$ cat src/rtl/mult_hilo_ctrl_if.sv
// Bundles the control-unit, multiplier and datapath signals of the HI/LO multiply sequencer.
interface mult_hilo_ctrl_if;
    logic        start;
    logic [31:0] rs_data;
    logic [31:0] rt_data;
    logic        hi_write;
    logic        lo_write;
    logic [31:0] wdata;
    logic [31:0] mult_hi_in;
    logic [31:0] mult_lo_in;
    logic        multOp;
    logic [31:0] multiplicand;
    logic [31:0] multiplier;
    logic        busy;
    logic        done;
    logic [31:0] hi;
    logic [31:0] lo;

    modport slave (
        input  start, rs_data, rt_data, hi_write, lo_write, wdata, mult_hi_in, mult_lo_in,
        output multOp, multiplicand, multiplier, busy, done, hi, lo
    );

    modport master (
        output start, rs_data, rt_data, hi_write, lo_write, wdata, mult_hi_in, mult_lo_in,
        input  multOp, multiplicand, multiplier, busy, done, hi, lo
    );
endinterface

$ cat src/rtl/mult_hilo_ctrl.sv
// Sequencer around the Booth multiplier: latches operands, runs multOp for MULT_CYCLES
// edges, captures the product into HI/LO and services mthi/mtlo writes while idle.
module mult_hilo_ctrl #(
    parameter int MULT_CYCLES = 33
) (
    input logic             clk,
    input logic             reset,
    mult_hilo_ctrl_if.slave bus
);

    typedef enum logic [1:0] {
        IDLE    = 2'd0,
        RUN     = 2'd1,
        CAPTURE = 2'd2
    } state_t;

    localparam logic [5:0] LAST_CNT = 6'(MULT_CYCLES - 1);

    state_t      state_q,        state_d;
    logic [5:0]  cnt_q,          cnt_d;
    logic        mult_op_q,      mult_op_d;
    logic [31:0] multiplicand_q, multiplicand_d;
    logic [31:0] multiplier_q,   multiplier_d;
    logic [31:0] hi_q,           hi_d;
    logic [31:0] lo_q,           lo_d;
    logic        done_q,         done_d;

    // Next-state, operand latch and HI/LO update logic.
    always_comb begin
        state_d        = state_q;
        cnt_d          = cnt_q;
        mult_op_d      = mult_op_q;
        multiplicand_d = multiplicand_q;
        multiplier_d   = multiplier_q;
        hi_d           = hi_q;
        lo_d           = lo_q;
        done_d         = 1'b0;

        case (state_q)
            IDLE: begin
                mult_op_d = 1'b0;
                if (bus.start) begin
                    // A start wins over any mthi/mtlo strobe in the same cycle.
                    multiplicand_d = bus.rs_data;
                    multiplier_d   = bus.rt_data;
                    cnt_d          = 6'd0;
                    mult_op_d      = 1'b1;
                    state_d        = RUN;
                end else begin
                    if (bus.hi_write) begin
                        hi_d = bus.wdata;
                    end else begin
                        hi_d = hi_q;
                    end
                    if (bus.lo_write) begin
                        lo_d = bus.wdata;
                    end else begin
                        lo_d = lo_q;
                    end
                end
            end
            RUN: begin
                mult_op_d = 1'b1;
                if (cnt_q == LAST_CNT) begin
                    mult_op_d = 1'b0;
                    state_d   = CAPTURE;
                end else begin
                    cnt_d = cnt_q + 6'd1;
                end
            end
            CAPTURE: begin
                // Product is still valid here; the multiplier clears on this same edge.
                mult_op_d = 1'b0;
                hi_d      = bus.mult_hi_in;
                lo_d      = bus.mult_lo_in;
                done_d    = 1'b1;
                state_d   = IDLE;
            end
            default: begin
                mult_op_d = 1'b0;
                state_d   = IDLE;
            end
        endcase
    end

    // State and datapath registers with synchronous reset.
    always_ff @(posedge clk) begin
        if (reset) begin
            state_q        <= IDLE;
            cnt_q          <= 6'd0;
            mult_op_q      <= 1'b0;
            multiplicand_q <= 32'd0;
            multiplier_q   <= 32'd0;
            hi_q           <= 32'd0;
            lo_q           <= 32'd0;
            done_q         <= 1'b0;
        end else begin
            state_q        <= state_d;
            cnt_q          <= cnt_d;
            mult_op_q      <= mult_op_d;
            multiplicand_q <= multiplicand_d;
            multiplier_q   <= multiplier_d;
            hi_q           <= hi_d;
            lo_q           <= lo_d;
            done_q         <= done_d;
        end
    end

    assign bus.multOp       = mult_op_q;
    assign bus.multiplicand = multiplicand_q;
    assign bus.multiplier   = multiplier_q;
    assign bus.busy         = (state_q != IDLE);
    assign bus.done         = done_q;
    assign bus.hi           = hi_q;
    assign bus.lo           = lo_q;

endmodule

$ cat src/flat_wrapper.sv
// flat-port wrapper written by rule: the top's interface ports become plain ports
module mult_hilo_ctrl_flat 
#(
    parameter int MULT_CYCLES = 33
)
  (clk, reset, bus_start, bus_rs_data, bus_rt_data, bus_hi_write, bus_lo_write, bus_wdata, bus_mult_hi_in, bus_mult_lo_in, bus_multOp, bus_multiplicand, bus_multiplier, bus_busy, bus_done, bus_hi, bus_lo);
  mult_hilo_ctrl_if bus_i ();
  input logic clk;
  input logic reset;
  input wire logic [$bits(bus_i.start)-1:0] bus_start;
  input wire logic [$bits(bus_i.rs_data)-1:0] bus_rs_data;
  input wire logic [$bits(bus_i.rt_data)-1:0] bus_rt_data;
  input wire logic [$bits(bus_i.hi_write)-1:0] bus_hi_write;
  input wire logic [$bits(bus_i.lo_write)-1:0] bus_lo_write;
  input wire logic [$bits(bus_i.wdata)-1:0] bus_wdata;
  input wire logic [$bits(bus_i.mult_hi_in)-1:0] bus_mult_hi_in;
  input wire logic [$bits(bus_i.mult_lo_in)-1:0] bus_mult_lo_in;
  output wire logic [$bits(bus_i.multOp)-1:0] bus_multOp;
  output wire logic [$bits(bus_i.multiplicand)-1:0] bus_multiplicand;
  output wire logic [$bits(bus_i.multiplier)-1:0] bus_multiplier;
  output wire logic [$bits(bus_i.busy)-1:0] bus_busy;
  output wire logic [$bits(bus_i.done)-1:0] bus_done;
  output wire logic [$bits(bus_i.hi)-1:0] bus_hi;
  output wire logic [$bits(bus_i.lo)-1:0] bus_lo;
  assign bus_i.start = bus_start;
  assign bus_i.rs_data = bus_rs_data;
  assign bus_i.rt_data = bus_rt_data;
  assign bus_i.hi_write = bus_hi_write;
  assign bus_i.lo_write = bus_lo_write;
  assign bus_i.wdata = bus_wdata;
  assign bus_i.mult_hi_in = bus_mult_hi_in;
  assign bus_i.mult_lo_in = bus_mult_lo_in;
  assign bus_multOp = bus_i.multOp;
  assign bus_multiplicand = bus_i.multiplicand;
  assign bus_multiplier = bus_i.multiplier;
  assign bus_busy = bus_i.busy;
  assign bus_done = bus_i.done;
  assign bus_hi = bus_i.hi;
  assign bus_lo = bus_i.lo;
  mult_hilo_ctrl #(.MULT_CYCLES(MULT_CYCLES)) u_core (.clk(clk), .reset(reset), .bus(bus_i));
endmodule
$ cat config.mk
export PLATFORM = sky130hd
export DESIGN_NAME = mult_hilo_ctrl_flat
export DESIGN_NICKNAME = d
export VERILOG_FILES = /design/src/rtl/mult_hilo_ctrl_if.sv /design/src/rtl/mult_hilo_ctrl.sv /design/src/flat_wrapper.sv
export SDC_FILE = /design/constraint.sdc
export NUM_CORES = 1
export LEC_CHECK = 0
export ABC_CLOCK_PERIOD_IN_PS = 1300
export CORE_ASPECT_RATIO = 0.75
export CORE_UTILIZATION = 35
export DETAILED_ROUTE_END_ITERATION = 10
export PLACE_DENSITY = 0.84
export SLEW_MARGIN = 15
export SYNTH_ARGS = -nofsm -noshare
export SYNTH_HDL_FRONTEND = slang
export SYNTH_SLANG_ARGS = --single-unit
$ cat constraint.sdc
create_clock -name clk -period 1.3 [get_ports clk]
set_input_delay 0.26 -clock clk [delete_from_list [all_inputs] [get_ports clk]]
set_output_delay 0.26 -clock clk [all_outputs]
set_load 0.01 [all_outputs]
==> results.txt, run 1 <==
Hold_ws: 226 ps
Final Max Tran Viols: 0
Die X: 145 um
Reg clk slew, reported paths: 60 ps
Period utilization: 119%
CTS tree: done
Crit-path cells: buf_6 > a21oi_4 > buf_6 > buf_12 > buf_16 > nor2_1 > a211oi_1
CTS H-Tree Depth: 4
Worst Setup Path Type: register to register
Max capacitance violation total: 0
Post-synth EDFFs: 0
Synth Register Bits: 138
Initial Util: 36.6%
CP max stage cell: dfxtp_4
Final Core Density: 77.1%
Power Density: 1080 nW/um2
Least-Margin Pin Slew: 512 ps
Top cell by count, worst path: buf_6
Cell taking the most area after synthesis: dfxtp_1
Post-DP HPWL: 11700 um
Seq/Total Area, Yosys: 51.2%
R2R Path Start: u_core.state_q[0]
Vias in the first global route: 6234
Cells after synthesis: 655
Worst R2R End: u_core.bus.lo[8]
Critical Path Start Type: register
Outcome: finished with violations
DR DRC count: 0
Die area: 15900 um2
Number of port buffers: 295
Fill cell count: 907
Fin cells: 1218
Top_reg_cell synth: dfxtp_1
Synth cell count leaders: dfxtp_1 (138), a21oi_1 (132), nand2_1 (132)
Syn_area_per_cell: 8.23 um2
Final setup violation count: 140
Multi-input logic area: 3540 um2
Clk sinks: 138
Most frequent cell after synthesis: dfxtp_1
RSZ-0062 raised after global routing: true
Top Family by Delay on Critical Path: buffers and inverters
Setup_tns: -19750 ps
Final hold vios: 0
Placer Congestion: 0.823
Worst-Skew Late Latency: 410 ps
Count of cell types in the netlist: 29
Syn nets: 822
Worst hold start: reset
Crit-path max FO: 7
Failing checks: negative setup slack
CTS root buf: clkbuf_16
Buffers plus inverters on the worst setup path: 4
Hold endpoint: u_core.cnt_q[0]
Relative slew slack: 65.9%
R2R cell count: 7
Largest net degree at the start of global routing: 57
Post-Syn Area: 5390 um2
TritonRoute pass-1 iters: 4
Core Region: 14700 um2
Via count: 6450
Req. time, crit path: 1600 ps
Maximum vdd drop: 0.945 mV
Crit. End Element: register
Leak: 4.70 nW
CTS buffer count: 17
Worst slack at placement: -481 ps
Cells after DPL: 1127
Fin nets: 1173
CTS max path bufs: 2
Post-layout min period: 1550 ps
# diodes: 0
Design area: 11400 um2
Initial DRC count: 382
Row count: 38
Reg2Reg Setup Slack: -250 ps
Chip Height: 110 um
Hold path depth: 3
Post-synth ARST share: 0%
Num ports: 296
Synth area leaders: dfxtp_1 (51%), a21oi_1 (12%), nand2_1 (9.2%), a211oi_1 (9.0%), nor2_1 (4.7%)
Worst min-delay path category: primary input to register
Routed length per instance: 20.4 um
Share of the synthesized area in the top cell type: 51.2%
Power Total: 12.3 mW
Post-DRT Antenna Nets: 0
CTS Hold Buffers Added: 0
Storage cell area: 2770 um2
YS warnings: 0
GRT overflow: 0
Crit path arrival time: 1850 ps
Fmax: 646 MHz
Global Route Usage Sum: 27.8%
Clock skew: 8.58 ps
DP Area: 8660 um2
Final WL: 24800 um
Final setup margin: -248 ps
First-pass GRT wire length: 33800 um
Share of cells above drive strength 1: 38.3%
CP peak stage delay: 370 ps
Area Overhead vs Synth: 111%
Vias per inst: 5.30
Initial antenna violation count: 0
-- worst max path at each step --
stage	to	startpoint	slack [ps]	cells past startpoint
after floorplan	u_core.cnt_q[2]	u_core.state_q[0]	6	6
after global placement	u_core.bus.hi[3]	bus_start	-400	6
after detailed placement	u_core.bus.hi[9]	bus_start	-480	6
after CTS	bus_busy	u_core.state_q[1]	-210	3
after global routing	u_core.bus.multiplier[21]	u_core.state_q[1]	-300	8
final	u_core.bus.lo[8]	u_core.state_q[0]	-250	7
-- where the power goes --
part           switching [mW]  internal [mW]  total [mW]
sequential              0.161           4.51        4.68
clock                    1.83           2.91        4.75
combinational            1.32           1.52        2.84
-- tightest hold or removal path: cells and delay by family --
kind,cells,cell delay [ps]
simple gates,1,140
buf+inv,1,140
compound gates,1,50
-- flip-flops by register name (all words and copies together), names as in the netlist --
name,count
u_core.state_q,2
u_core.bus.done,1
u_core.cnt_q,6
u_core.bus.hi,32
u_core.bus.multiplicand,32
u_core.bus.multOp,1
u_core.bus.multiplier,32
u_core.bus.lo,32
-- layout by cell type (no fill, tap or decap), types with 4 or more instances in the layout --
cell / netlist / final
clkbuf_2: 0 / 27
clkdlybuf4s50_1: 0 / 162
clkinv_2: 0 / 4
nand2_4: 0 / 33
a211oi_2: 0 / 32
a211oi_1: 65 / 33
buf_16: 0 / 16
clkbuf_16: 0 / 20
dlygate4sd2_1: 0 / 66
nor2_1: 68 / 67
buf_12: 0 / 22
clkdlybuf4s15_1: 0 / 34
nand2_1: 132 / 84
dfxtp_1: 138 / 134
buf_4: 13 / 20
buf_8: 0 / 10
nand2_2: 0 / 14
nor2b_4: 1 / 33
a21oi_2: 0 / 101
buf_6: 0 / 21
clkdlybuf4s15_2: 0 / 4
a21oi_1: 132 / 31
-- layer usage --
layer	up-vias	track usage, %	share of wire, %	wire [um]
li1	2954	-	-	-
met1	3133	34.5	42	10500
met2	319	46.1	48	11900
met3	44	9.00	7.9	1960
met4	0	9.10	1.8	444
met5	-	0	0	0
-- what timing repair did --
action | 4_1_cts | 5_1_grt
pin swaps | 82 | 96
gates resized for setup | 383 | 231
buffers inserted | 35 | 12
setup endpoints to repair | 264 | 259
cloned | 24 | 3
-- logic make-up (layout without fill, tap and decap cells) --
kind of cell | count (synthesis) | after routing | synth area share, %
mux | 2 | 2 | 0.394
compound gates | 208 | 208 | 23.2
fa+ha+maj | 2 | 2 | 0.464
buf+inv | 57 | 420 | 5.15
flops | 138 | 138 | 51.2
simple gates | 248 | 248 | 19.6
-- area by class of cell --
cell class | count | area share (%)
clock buffer | 20 | 4.02
sequential | 138 | 24.4
timing repair buffer | 385 | 37.1
multi-input combinational | 460 | 31.1
tap | 200 | 2.20
clock inverter | 11 | 1.07
inverter | 4 | 0.132
No activity file was read; power rests on OpenSTA's default activity.
==> run 2, diff against run 1 <==
- ABC_AREA: default -> 0
- PLACE_DENSITY: 0.84 -> 0.85
- SKIP_LAST_GASP: default -> 1
==> results.txt, run 2 (synthesis results as in run 1) <==
Number of port buffers: 295
Global Route Usage Sum: 26.2%
Outcome: finished with violations
First-pass GRT wire length: 32400 um
Core Region: 14700 um2
Worst hold start: reset
CTS max path bufs: 2
Period utilization: 115%
Req. time, crit path: 1580 ps
R2R Path Start: u_core.state_q[1]
Post-DP HPWL: 12200 um
Crit. End Element: register
Worst-Skew Late Latency: 410 ps
Hold_ws: 98.6 ps
Most common cell after layout, fill and taps aside: clkdlybuf4s50_1
# diodes: 0
Failing checks: negative setup slack
Final hold vios: 0
Clock skew: 13.0 ps
GRT overflow: 0
Placer Congestion: 0.824
Worst Setup Path Type: register to register
Routed length per instance: 18.9 um
Via count: 6281
Initial antenna violation count: 1
Final setup violation count: 134
TritonRoute pass-1 iters: 4
DR DRC count: 0
Power Density: 1110 nW/um2
DP Area: 8720 um2
CTS H-Tree Depth: 4
Clk sinks: 138
Num ports: 296
Reg clk slew, reported paths: 60 ps
Crit path arrival time: 1780 ps
RSZ-0062 raised after global routing: true
CTS Hold Buffers Added: 0
Critical Path Start Type: register
Share of cells above drive strength 1: 33.7%
Die area: 15900 um2
Design area: 10500 um2
Least-Margin Pin Slew: 406 ps
Worst slack at placement: -525 ps
CTS root buf: clkbuf_16
Post-layout min period: 1500 ps
Initial DRC count: 383
Max capacitance violation total: 0
Row count: 38
Maximum vdd drop: 0.786 mV
Leak: 4.18 nW
Chip Height: 110 um
Largest net degree at the start of global routing: 68
Vias per inst: 5.22
Final Max Tran Viols: 0
Vias in the first global route: 6318
CTS buffer count: 17
Post-DRT Antenna Nets: 0
Critical path origin: u_core.state_q[1]
Relative slew slack: 72.9%
Most frequent cells in the layout: clkdlybuf4s50_1 (163), dfxtp_1 (128), nand2_1 (121)
Final setup margin: -200 ps
Crit-path max FO: 13
Power Total: 11.7 mW
Final WL: 22800 um
Die X: 145 um
Initial Util: 36.6%
Fin nets: 1158
CTS tree: done
Worst min-delay path category: primary input to register
Area Overhead vs Synth: 95.2%
Fmax: 667 MHz
-- run 2: metal layers --
layer / up-vias / part of all wire (%) / global-route usage [%]
met5: - / 0.057 / 0
met4: 2 / 2.3 / 10.8
met3: 44 / 7.5 / 8.38
met2: 306 / 48 / 45.0
met1: 3004 / 42 / 30.7
li1: 2925 / - / -
-- run 2: through the flow --
stage	setup TNS, ps	instances	util [%]
floorplan	0	655	-
global placement	-44180	1132	59.2
detailed placement	-51320	1132	59.2
CTS	-14300	1195	69.4
global route	-22430	1203	71.4
finish	-14340	1203	71.4
-- run 2: final cells by class --
type                            count  area (um2)
Tap cell                          200         250
Sequential cell                   138        2780
Fill cell                        1004        4220
Multi-Input combinational cell    460        3130
Inverter                            4        20.0
Clock buffer                       18         429
Timing Repair Buffer              370        3820
Clock inverter                     13        96.3
-- run 2: timing repair --
item,in CTS,in global routing
cloned,12,8
resized for setup,301,273
pin swaps,44,26
endpoints found under the setup margin,261,255
setup buffers,20,9
-- run 2: worst paths after layout --
kind / cells past startpoint / endpoint / slack, ps
worst min-delay path: 2 / u_core.bus.multiplicand[31] / 100
worst max register to register: 7 / u_core.bus.hi[11] / -200
worst max-delay path: 7 / u_core.bus.hi[11] / -200
worst min register to register: 2 / u_core.bus.multiplicand[26] / 450
-- run 2: worst max-delay path, cell delays in order (launching register included) --
cell	delay, ps
dfxtp_2	360
buf_6	110
nor2b_4	200
buf_12	180
buf_12	160
nor2b_4	50
a21oi_1	190
a211oi_1	110
-- run 2: power breakdown --
part	internal [mW]	switching, mW
logic	1.41	1.19
registers	4.52	0.169
clock network	2.44	1.93
==> run 3, diff against run 2 <==
- PLACE_DENSITY: 0.85 -> 0.86
==> results.txt, run 3 (synthesis results as in run 1) <==
Max capacitance violation total: 0
Post-DP HPWL: 12100 um
Failing checks: negative setup slack
Worst hold start: reset
Vias in the first global route: 6090
Initial Util: 36.6%
Final Max Tran Viols: 0
Crit. End Element: register
Most frequent cells in the layout: clkdlybuf4s50_1 (163), dfxtp_1 (132), nand2_1 (94)
Placer Congestion: 0.846
Num ports: 296
Crit-path max FO: 10
Setup_tns: -14520 ps
Initial antenna violation count: 0
Least-Margin Pin Slew: 434 ps
Post-DRT Antenna Nets: 0
Worst R2R End: u_core.bus.hi[21]
Power Density: 1160 nW/um2
Design area: 11200 um2
Initial DRC count: 337
RSZ-0062 raised after global routing: true
Comb pwr share: 21.7%
Internal: 9.48 mW
Fmax: 650 MHz
R2R cell count: 6
Final setup margin: -238 ps
CTS root buf: clkbuf_16
Critical Path Start Type: register
Final WL: 24800 um
Maximum vdd drop: 0.825 mV
Post-layout min period: 1540 ps
Relative slew slack: 71.0%
Die X: 145 um
Clock power share: 41.9%
Core Region: 14700 um2
Area Overhead vs Synth: 107%
Switching Power: 3.42 mW
Hold endpoint: u_core.bus.multiplicand[31]
Row count: 38
Req. time, crit path: 1620 ps
Power Total: 12.9 mW
Outcome: finished with violations
R2R Path Start: u_core.state_q[1]
CTS max path bufs: 2
CTS buffer count: 17
Crit path arrival time: 1850 ps
Routed length per instance: 20.2 um
Reg2Reg Setup Slack: -240 ps
Final hold vios: 0
DR DRC count: 0
DP Area: 8800 um2
TritonRoute pass-1 iters: 5
Die area: 15900 um2
Clk sinks: 138
Global Route Usage Sum: 27.2%
GRT overflow: 0
Vias per inst: 5.33
Final setup violation count: 130
Most common cell after layout, fill and taps aside: clkdlybuf4s50_1
Reg power frac: 36.4%
Period utilization: 118%
Clock skew: 17.2 ps
Number of port buffers: 295
Hold path depth: 2
Final Core Density: 75.7%
CTS H-Tree Depth: 4
Worst min-delay path category: primary input to register
Largest net degree at the start of global routing: 59
Leak: 4.47 nW
Chip Height: 110 um
Worst-Skew Late Latency: 420 ps
Switching Fraction: 26.5%
CTS tree: done
Share of cells above drive strength 1: 39.7%
First-pass GRT wire length: 33000 um
# diodes: 0
Fin nets: 1181
Fill cell count: 947
Worst slack at placement: -511 ps
Reg clk slew, reported paths: 60 ps
Worst Setup Path Type: register to register
Via count: 6545
run 3: changes by cell type in the layout (fill, tap and decap cells not counted), moves of 11 or more:
| cell | delta |
|---|---|
| a211oi_1 | -14 |
| buf_4 | +11 |
| a211oi_2 | +13 |
| nor2b_4 | -15 |
| nand2_4 | +19 |
| nand2_1 | -27 |
run 3: worst max-delay path by stage:
stage / end / depth (start not counted) / from / slack, ps
6_report: u_core.bus.hi[21] / 6 / u_core.state_q[1] / -240
5_1_grt: u_core.bus.hi[14] / 8 / u_core.state_q[0] / -250
4_1_cts: bus_busy / 3 / u_core.state_q[0] / -260
3_5_place_dp: u_core.bus.hi[17] / 6 / bus_start / -510
3_3_place_gp: u_core.bus.hi[12] / 6 / bus_start / -400
2_1_floorplan: u_core.cnt_q[2] / 6 / u_core.state_q[0] / 6
run 3: cell type report:
cell class,count,area [um2],area share [%]
clock inverter,13,213,1.91
clock buffer,19,443,3.97
inverter,4,17.5,0.157
tap,200,250,2.24
multi-input combinational,460,3310,29.7
sequential,138,2780,24.9
timing repair buffer,393,4140,37.1
run 3: metrics by stage:
stage          cells  hold WS, ps
6_report        1227          121
5_1_grt         1227          111
4_1_cts         1219          117
3_5_place_dp    1144          446
3_3_place_gp    1144          441
2_1_floorplan    655          396
run 3: critical path, cell delays in order (launching register included):
cell and delay, ps:
dfxtp_4 360, nor2b_4 160, buf_12 150, buf_4 150, nor2b_1 220, a21oi_1 120
a211oi_2 280
run 3: power by group through the flow:
stage | clock network, mW | registers [mW] | logic [mW]
floorplan | 0 | 4.87 | 0.680
global placement | 0 | 4.75 | 2.05
detailed placement | 0 | 4.76 | 2.08
CTS | 5.45 | 4.66 | 2.43
global route | 5.67 | 4.72 | 2.93
finish | 5.41 | 4.69 | 2.80
run 3: per-layer routing:
layer  share of wire [%]  track usage, %  vias up
li1                    -               -     2982
met1                  40            33.1     3131
met2                  48            45.7      363
met3                 8.5            8.30       69
met4                 3.0            9.85        0
met5                   0               0        -
run 3: timing repair:
action / CTS / global route
gates cloned: 24 / 5
gates resized for setup: 262 / 386
pin swaps: 26 / 98
setup buffers: 19 / 16
hold buffers: 0 / 0
setup endpoints to repair: 259 / 248
